### config.mk
export PLATFORM = sky130hd
export DESIGN_NAME = muldiv_seq
export DESIGN_NICKNAME = d
export VERILOG_FILES = /design/src/rtl/alu_pkg.sv /design/src/rtl/muldiv_seq.sv
export SDC_FILE = /design/constraint.sdc
export NUM_CORES = 1
export LEC_CHECK = 0
export BUFFER_PORTS_ARGS = -buffer_cell sky130_fd_sc_hd__buf_2
export CORE_UTILIZATION = 46
export DETAILED_ROUTE_END_ITERATION = 8
export PLACE_DENSITY = 0.71
export SYNTH_ARGS = -nofsm -noshare
export SYNTH_HDL_FRONTEND = slang
export SYNTH_SLANG_ARGS = --single-unit
### constraint.sdc
create_clock -name clk -period 3.45 [get_ports clk]
set_clock_uncertainty 0.15 [all_clocks]
set_input_delay 0.5175 -clock clk [delete_from_list [all_inputs] [get_ports clk]]
set_output_delay 0.5175 -clock clk [all_outputs]
set_load 0.05 [all_outputs]
### src/rtl/alu_pkg.sv
// +-----------------------------------------------------------------------------+
// | alu_pkg : ALU opcode and mul/div operation encodings shared with muldiv_seq |
// | Rev 1.0                                                                     |
// +-----------------------------------------------------------------------------+
`default_nettype none

package alu_pkg;

  localparam int XLEN = 32;

  typedef enum logic [3:0] {
    ALU_NOP = 4'd0,
    ALU_ADD = 4'd1,
    ALU_SUB = 4'd2,
    ALU_AND = 4'd3,
    ALU_OR  = 4'd4,
    ALU_XOR = 4'd5,
    ALU_SLL = 4'd6,
    ALU_SRL = 4'd7,
    ALU_SRA = 4'd8,
    ALU_ROL = 4'd9
  } alu_ops_t;

  typedef enum logic [1:0] {
    OP_MUL = 2'b00,
    OP_DIV = 2'b01,
    OP_REM = 2'b10,
    OP_RSV = 2'b11
  } muldiv_op_t;

endpackage

`default_nettype wire

### src/rtl/muldiv_seq.sv
// +-----------------------------------------------------------------------------+
// | muldiv_seq : multi-cycle MUL/DIV/REM sequencer driving the shared ALU        |
// | Optional: SIGNED_MULDIV_EN enables signed DIV/REM via req_op[2]              |
// | Rev 1.0                                                                      |
// +-----------------------------------------------------------------------------+
`default_nettype none

module muldiv_seq #(
  parameter int XLEN  = 32,
  parameter int ITERS = 32
) (
  input  logic            clk,
  input  logic            rst_n,
  input  logic            req_valid,
  output logic            req_ready,
  input  logic [2:0]      req_op,
  input  logic [XLEN-1:0] req_a,
  input  logic [XLEN-1:0] req_b,
  output logic            resp_valid,
  input  logic            resp_ready,
  output logic [XLEN-1:0] resp_data,
  output logic            busy,
  output logic [3:0]      alu_op,
  output logic [XLEN-1:0] alu_a,
  output logic [XLEN-1:0] alu_b,
  input  logic [XLEN-1:0] alu_result
);

  import alu_pkg::*;

  localparam int CW = $clog2(ITERS);

  typedef enum logic [1:0] {
    S_IDLE = 2'd0,
    S_CALC = 2'd1,
    S_DONE = 2'd2
  } state_t;

  state_t          state, state_n;
  muldiv_op_t      op;
  logic [XLEN-1:0] acc;    // MUL accumulator / DIV partial remainder
  logic [XLEN-1:0] opa;    // MUL multiplicand / DIV dividend shifting into quotient
  logic [XLEN-1:0] opb;    // MUL multiplier / DIV divisor
  logic [CW-1:0]   cnt;
  logic            neg_q, neg_r;

  muldiv_op_t      req_kind;
  logic            accept, early, last, sgn, ge;
  logic [XLEN-1:0] early_val, a_mag, b_mag, sh, q_next, r_next, div_res;

  assign req_kind  = muldiv_op_t'(req_op[1:0]);
  assign req_ready = (state == S_IDLE);
  assign accept    = req_valid && req_ready;
  assign early     = (req_kind == OP_RSV) || ((req_kind != OP_MUL) && (req_b == '0));
  assign early_val = (req_kind == OP_DIV) ? '1 : (req_kind == OP_REM) ? req_a : '0;
  assign last      = (cnt == CW'(ITERS - 1));

`ifdef SIGNED_MULDIV_EN
  assign sgn = req_op[2] && (req_kind == OP_DIV || req_kind == OP_REM);
`else
  logic unused_sign;
  assign unused_sign = req_op[2];
  assign sgn         = 1'b0;
`endif

  assign a_mag = (sgn && req_a[XLEN-1]) ? -req_a : req_a;
  assign b_mag = (sgn && req_b[XLEN-1]) ? -req_b : req_b;

  // Restoring step: the 33-bit compare covers a partial remainder whose top bit shifted out
  assign sh      = {acc[XLEN-2:0], opa[XLEN-1]};
  assign ge      = ({acc[XLEN-1], sh} >= {1'b0, opb});
  assign q_next  = {opa[XLEN-2:0], ge};
  assign r_next  = ge ? alu_result : sh;
  assign div_res = (op == OP_DIV) ? (neg_q ? -q_next : q_next)
                                  : (neg_r ? -r_next : r_next);

  always_ff @(posedge clk or negedge rst_n) begin
    if (!rst_n) state <= S_IDLE;
    else        state <= state_n;
  end

  always_comb begin
    state_n = state;
    case (state)
      S_IDLE:  if (accept) state_n = early ? S_DONE : S_CALC;
      S_CALC:  if (last) state_n = S_DONE;
      S_DONE:  if (resp_ready) state_n = S_IDLE;
      default: state_n = S_IDLE;
    endcase
  end

  always_comb begin
    alu_op = ALU_NOP;
    alu_a  = '0;
    alu_b  = '0;
    if (state == S_CALC) begin
      if (op == OP_MUL) begin
        alu_op = ALU_ADD;
        alu_a  = acc;
        alu_b  = opb[0] ? opa : '0;
      end else begin
        alu_op = ALU_SUB;
        alu_a  = sh;
        alu_b  = opb;
      end
    end
  end

  always_ff @(posedge clk or negedge rst_n) begin
    if (!rst_n) begin
      resp_valid <= 1'b0;
      resp_data  <= '0;
      busy       <= 1'b0;
      op         <= OP_MUL;
      acc        <= '0;
      opa        <= '0;
      opb        <= '0;
      cnt        <= '0;
      neg_q      <= 1'b0;
      neg_r      <= 1'b0;
    end else begin
      resp_valid <= (state_n == S_DONE);
      busy       <= (state_n != S_IDLE);
      if (accept) begin
        op    <= req_kind;
        cnt   <= '0;
        acc   <= '0;
        opa   <= a_mag;
        opb   <= b_mag;
        neg_q <= sgn && (req_a[XLEN-1] ^ req_b[XLEN-1]);
        neg_r <= sgn && req_a[XLEN-1];
        if (early) resp_data <= early_val;
      end else if (state == S_CALC) begin
        cnt <= cnt + CW'(1);
        if (op == OP_MUL) begin
          acc <= alu_result;
          opa <= opa << 1;
          opb <= opb >> 1;
          if (last) resp_data <= alu_result;
        end else begin
          acc <= r_next;
          opa <= q_next;
          if (last) resp_data <= div_res;
        end
      end
    end
  end

endmodule

`default_nettype wire

# ---- Word-level counts from Yosys, hierarchy flattened
# Index checks and enable logic that the tools add are counted.
# W data, S select, Z words.
dict set report op_classes {
  reduce_logical 13
  n_mux 33
  n_eq_ne 9
  add_sub_neg 1
  order_cmp 1
}
# operator n
set ops {}
lappend ops {{$mux W32} 23}
lappend ops {{$ge A33 B32 Y1} 1}
lappend ops {{$logic_not A32 Y1} 1}
lappend ops {{$mux W2} 6}
lappend ops {{$mux W5} 2}
lappend ops {{$reduce_bool A2 Y1} 5}
lappend ops {{$eq A2 B2 Y1 const B} 4}
lappend ops {{$eq A2 B1 Y1 const B} 3}
lappend ops {{$pmux W2 S3} 1}
lappend ops {{$add A5 B1 Y5 const B} 1}
lappend ops {{$eq A5 B5 Y1 const B} 1}
lappend ops {{$logic_not A2 Y1} 2}
lappend ops {{$reduce_and A3 Y1} 1}
lappend ops {{$logic_and A1 B1 Y1} 2}
lappend ops {{$ne A2 B1 Y1 const B} 1}
lappend ops {{$reduce_and A2 Y1} 1}
lappend ops {{$logic_or A1 B1 Y1} 1}
lappend ops {{$mux W1} 1}
dict set report totals {
  wordCells 66
  regBits 139
  in_bits 103
  out_inout_bits 103
}

# ---- Depth between registers and ports, before layout
dict set report logic_depth {
  depth_word 7
  ltp_mapped 11
}

# ---- Least setup slack after synthesis
# Ideal clock, no wire load.
dict set report synth_timing {
  kind {flip-flop to output port}
  from {reg state[1]}
  to {out alu_b[22]}
  path_stages_with_launch 8
  path_slack_ns 0.120
  t_arrival_ns 2.663
  n_path_buf 4
  path_cell_list {dfrtp_1 clkbuf_1 nand2b_1 clkbuf_1 nor2_1 clkbuf_1 clkbuf_1 a22o_1}
}
dict set report synth_via {
  elab_chain_cells 2
}
# element line
set synth_rtl {}
lappend synth_rtl {{start, declared} muldiv_seq.sv:39} ;# state_t state, state_n;
lappend synth_rtl {{start signal, assigned} muldiv_seq.sv:79} ;# else state <= state_n;
lappend synth_rtl {{$eq A2 B1 Y1} muldiv_seq.sv:96} ;# if (state == S_CALC) begin
lappend synth_rtl {{$mux W32} muldiv_seq.sv:96}
lappend synth_rtl {{end, declared} muldiv_seq.sv:25} ;# output logic [XLEN-1:0] alu_b,
# Every way passes these cells.

# ---- Worst setup path after layout
dict set report layout_timing {
  from {reg op[1]}
  to {out alu_a[1]}
}
dict set report layout_via {
  elab_chain_cells 3
}
# element line
set layout_rtl {}
lappend layout_rtl {{start, declared} muldiv_seq.sv:40} ;# muldiv_op_t op;
lappend layout_rtl {{start signal, assigned} muldiv_seq.sv:125} ;# op <= req_kind;
lappend layout_rtl {{$logic_not A2 Y1} muldiv_seq.sv:97} ;# if (op == OP_MUL) begin
lappend layout_rtl {{$mux W32} muldiv_seq.sv:97}
lappend layout_rtl {{$mux W32} muldiv_seq.sv:96}
lappend layout_rtl {{end, declared} muldiv_seq.sv:24} ;# output logic [XLEN-1:0] alu_a,
# Every way passes these cells.

==> flow_metrics.env <==
export IMPL_hpwl_mm=26.08
export IMPL_syn_inst=1197
export IMPL_path_class="register to primary output"
export IMPL_min_path_type="input pin to asynchronous set/reset pin"
export IMPL_grt_max_degree=81
export IMPL_yosys_area_top_type="dfrtp_1"
export IMPL_grt_usage_pct=35.05
export IMPL_drt_pass1_iter_count=7
export IMPL_cp_slowest_stage_delay_ps=660
export IMPL_synth_common_cells="257 x nand2_1, 139 x dfrtp_1, 99 x clkbuf_1, 88 x a21oi_1, 65 x o21ai_0"
export IMPL_n_antenna_cell=0
export IMPL_fillCellCount=1925
export IMPL_final_util_pct=57.05
export IMPL_die_h_um=146.8
export IMPL_yosysTopAreaCellShare_pct=36.08
export IMPL_dieArea_mm2=0.02154
export IMPL_htreeDepth=4
export IMPL_cp_arrival_ps=2530
export IMPL_worst_slew_pin_slew_ps=1078
export IMPL_fmax_mhz=313.0
export IMPL_synthTopCellsByArea="dfrtp_1 36%, nand2_1 10%, a21oi_1 4.6%, ha_1 4.5%, a31o_2 4.1%"
export IMPL_synth_async_reset_ratio_pct=100.0
export IMPL_relSlewSlack_pct=27.85
export IMPL_drtIter0Drc=1229
export IMPL_core_mm2=0.02036
export IMPL_worstSetupEndpointType="primary output"
export IMPL_cts_root_buf="clkbuf_16"
export IMPL_dp_slack_ps=301.1
export IMPL_drc_errors=0
export IMPL_grt_pass1_wl_mm=58.06
export IMPL_ctsResizeCount=0
export IMPL_dp_cells=1601
export IMPL_crit_chain="or2_2 -> buf_4 -> nand2_1 -> a21oi_1 -> buf_2"
export IMPL_critPathRequiredTime_ps=2780
export IMPL_hold_buffers=0
export IMPL_syn_avg_cell_area_um2=8.055
export IMPL_rsz0062_at_grt="no"
export IMPL_fin_cells=1632
export IMPL_drive_above_1_share_pct=25.70
export IMPL_path_depth=5
export IMPL_die_x_um=146.8
export IMPL_whs_ps=8.494
export IMPL_clk_path_buf_depth=2
export IMPL_clock_latency_ps=430
export IMPL_routedWlPerCell_um=23.14
export IMPL_synth_flop_cell="dfrtp_1"
export IMPL_routed_wl_mm=37.77
export IMPL_finalNetCount=1488
export IMPL_power_density_mw_per_mm2=1267
export IMPL_reg2regPathDepth=9
export IMPL_yosysSeqAreaShare_pct=36.08
export IMPL_finalSetupViolCount=0
export IMPL_critPathTopFamily="flip-flops"
export IMPL_grt_pass1_vias=10130
export IMPL_maxSlewViolCount=0
export IMPL_setup_slack_ps=255.5
export IMPL_overflow=0
export IMPL_peakVddDrop_v=0.0008076
export IMPL_place_gp_congestion=0.9053
export IMPL_vias=10810
export IMPL_via_per_inst=6.624
export IMPL_placed_area_mm2=0.01103
export IMPL_power_mw=14.72
export IMPL_cap_violations=0
export IMPL_synth_edff_count=0
export IMPL_cts_buffers=17
export IMPL_cts_tree="built"
export IMPL_cp_slowest_cell="dfrtp_2"
export IMPL_worstSetupStartpointType="register"
export IMPL_period_share_pct=92.59
export IMPL_synth_warnings=0
export IMPL_yosysMostFrequentCell="nand2_1"
export IMPL_period_needed_ps=3195
export IMPL_post_cts_buffers=0
export IMPL_path_clk_slew_ps=60
export IMPL_finalInstanceArea_mm2=0.01162
export IMPL_portBuffers=202
export IMPL_hold_viol=0
export IMPL_io_pins=206
export IMPL_start_util_pct=47.35
export IMPL_cellLeakagePower_nw=5.213
export IMPL_cp_max_fo=21
export IMPL_clkSinkCount=139
export IMPL_status="complete, no violations"
export IMPL_antenna_left=0
export IMPL_areaGrowthSynthToFinish_pct=20.49
export IMPL_antenna_found_initial=0
export IMPL_rows=52
export IMPL_synth_cell_types=58
export IMPL_crit_buf_inv=2
export IMPL_syn_area_mm2=0.009642
export IMPL_setup_tns_ps=0
export IMPL_ys_ff_latch=139
[final cells by class]
| type | instances | area (um^2) | share of cell area (%) |
|---|---|---|---|
| Clock buffer | 24 | 501.7 | 4.319 |
| Clock inverter | 7 | 87.58 | 0.7539 |
| Inverter | 35 | 131.4 | 1.131 |
| Multi-Input combinational cell | 901 | 5607 | 48.26 |
| Sequential cell | 139 | 3480 | 29.95 |
| Tap cell | 270 | 337.8 | 2.908 |
| Timing Repair Buffer | 256 | 1473 | 12.68 |
[flip-flops by register name (all words and copies together) (netlist names)]
signal / count
busy: 1
acc: 32
cnt: 5
opb: 32
op: 2
state: 2
resp_data: 32
opa: 32
resp_valid: 1
[layer usage]
| metal | track usage (%) | wire length [um] | part of all wire (%) | vias to the layer above |
|---|---|---|---|---|
| li1 | - | - | - | 4752 |
| met2 | 54.43 | 17270 | 46 | 758 |
| met1 | 45.26 | 14610 | 39 | 5157 |
| met3 | 6.863 | 3701 | 9.8 | 144 |
| met4 | 20.99 | 2188 | 5.8 | 0 |
| met5 | 0 | 0 | 0 | - |
[where the power goes]
group	internal, mW	switching, mW	total [mW]
Combinational	2.90	6.36	9.26
Sequential	2.43	1.14	3.57
Clock	1.15	0.732	1.88
Total	6.48	8.24	14.7
[layout by cell type, fill, tap and decap left out, types with 5 or more instances in the layout]
cell,n
a21oi_1,88
a22o_1,30
a22oi_1,34
a311o_1,10
a31o_2,45
a31oi_1,13
and3_1,14
buf_2,201
buf_4,50
clkbuf_16,17
clkbuf_8,5
dfrtp_1,138
ha_1,35
inv_1,35
mux2i_1,23
nand2_1,257
nand3_1,5
nand4_1,13
nor2_1,55
nor4_1,18
o2111ai_1,44
o211ai_1,22
o21ai_0,65
o22ai_1,30
o41ai_1,29
[logic make-up (layout without fill, tap and decap cells)]
logic type / after synthesis / in the layout / share of synthesized area (%)
flip-flops: 139 / 139 / 36.08
XOR/XNOR: 1 / 1 / 0.09085
AO/OA/AOI/OAI: 440 / 440 / 32.42
other: 1 / 2 / 0.03889
multiplexers: 23 / 23 / 2.388
adder cells (fa/ha/maj): 35 / 35 / 4.542
buffers and inverters: 158 / 322 / 6.463
AND/OR/NAND/NOR: 400 / 400 / 17.99
[path summary, 6_finish.rpt]
kind	from	end	slack [ps]
worst max register to register	opa[31]	acc[2]	280
worst min-delay path	rst_n	resp_data[14]	8
min in group clk	req_b[3]	opb[3]	160
worst min register to register	cnt[2]	cnt[2]	360
max in group asynchronous	rst_n	opb[0]	2420
worst max-delay path	op[1]	alu_a[1]	260
[worst register-to-register path, cell delays in order, from the launching register on]
cell and delay, ps:
dfrtp_1 410, inv_1 80, ha_1 290, nand2b_4 160, a2111oi_4 350, nor3_1 150
o311a_1 450, or3_1 440, buf_12 200, a311o_1 370
(Power assumes the default switching activity.)
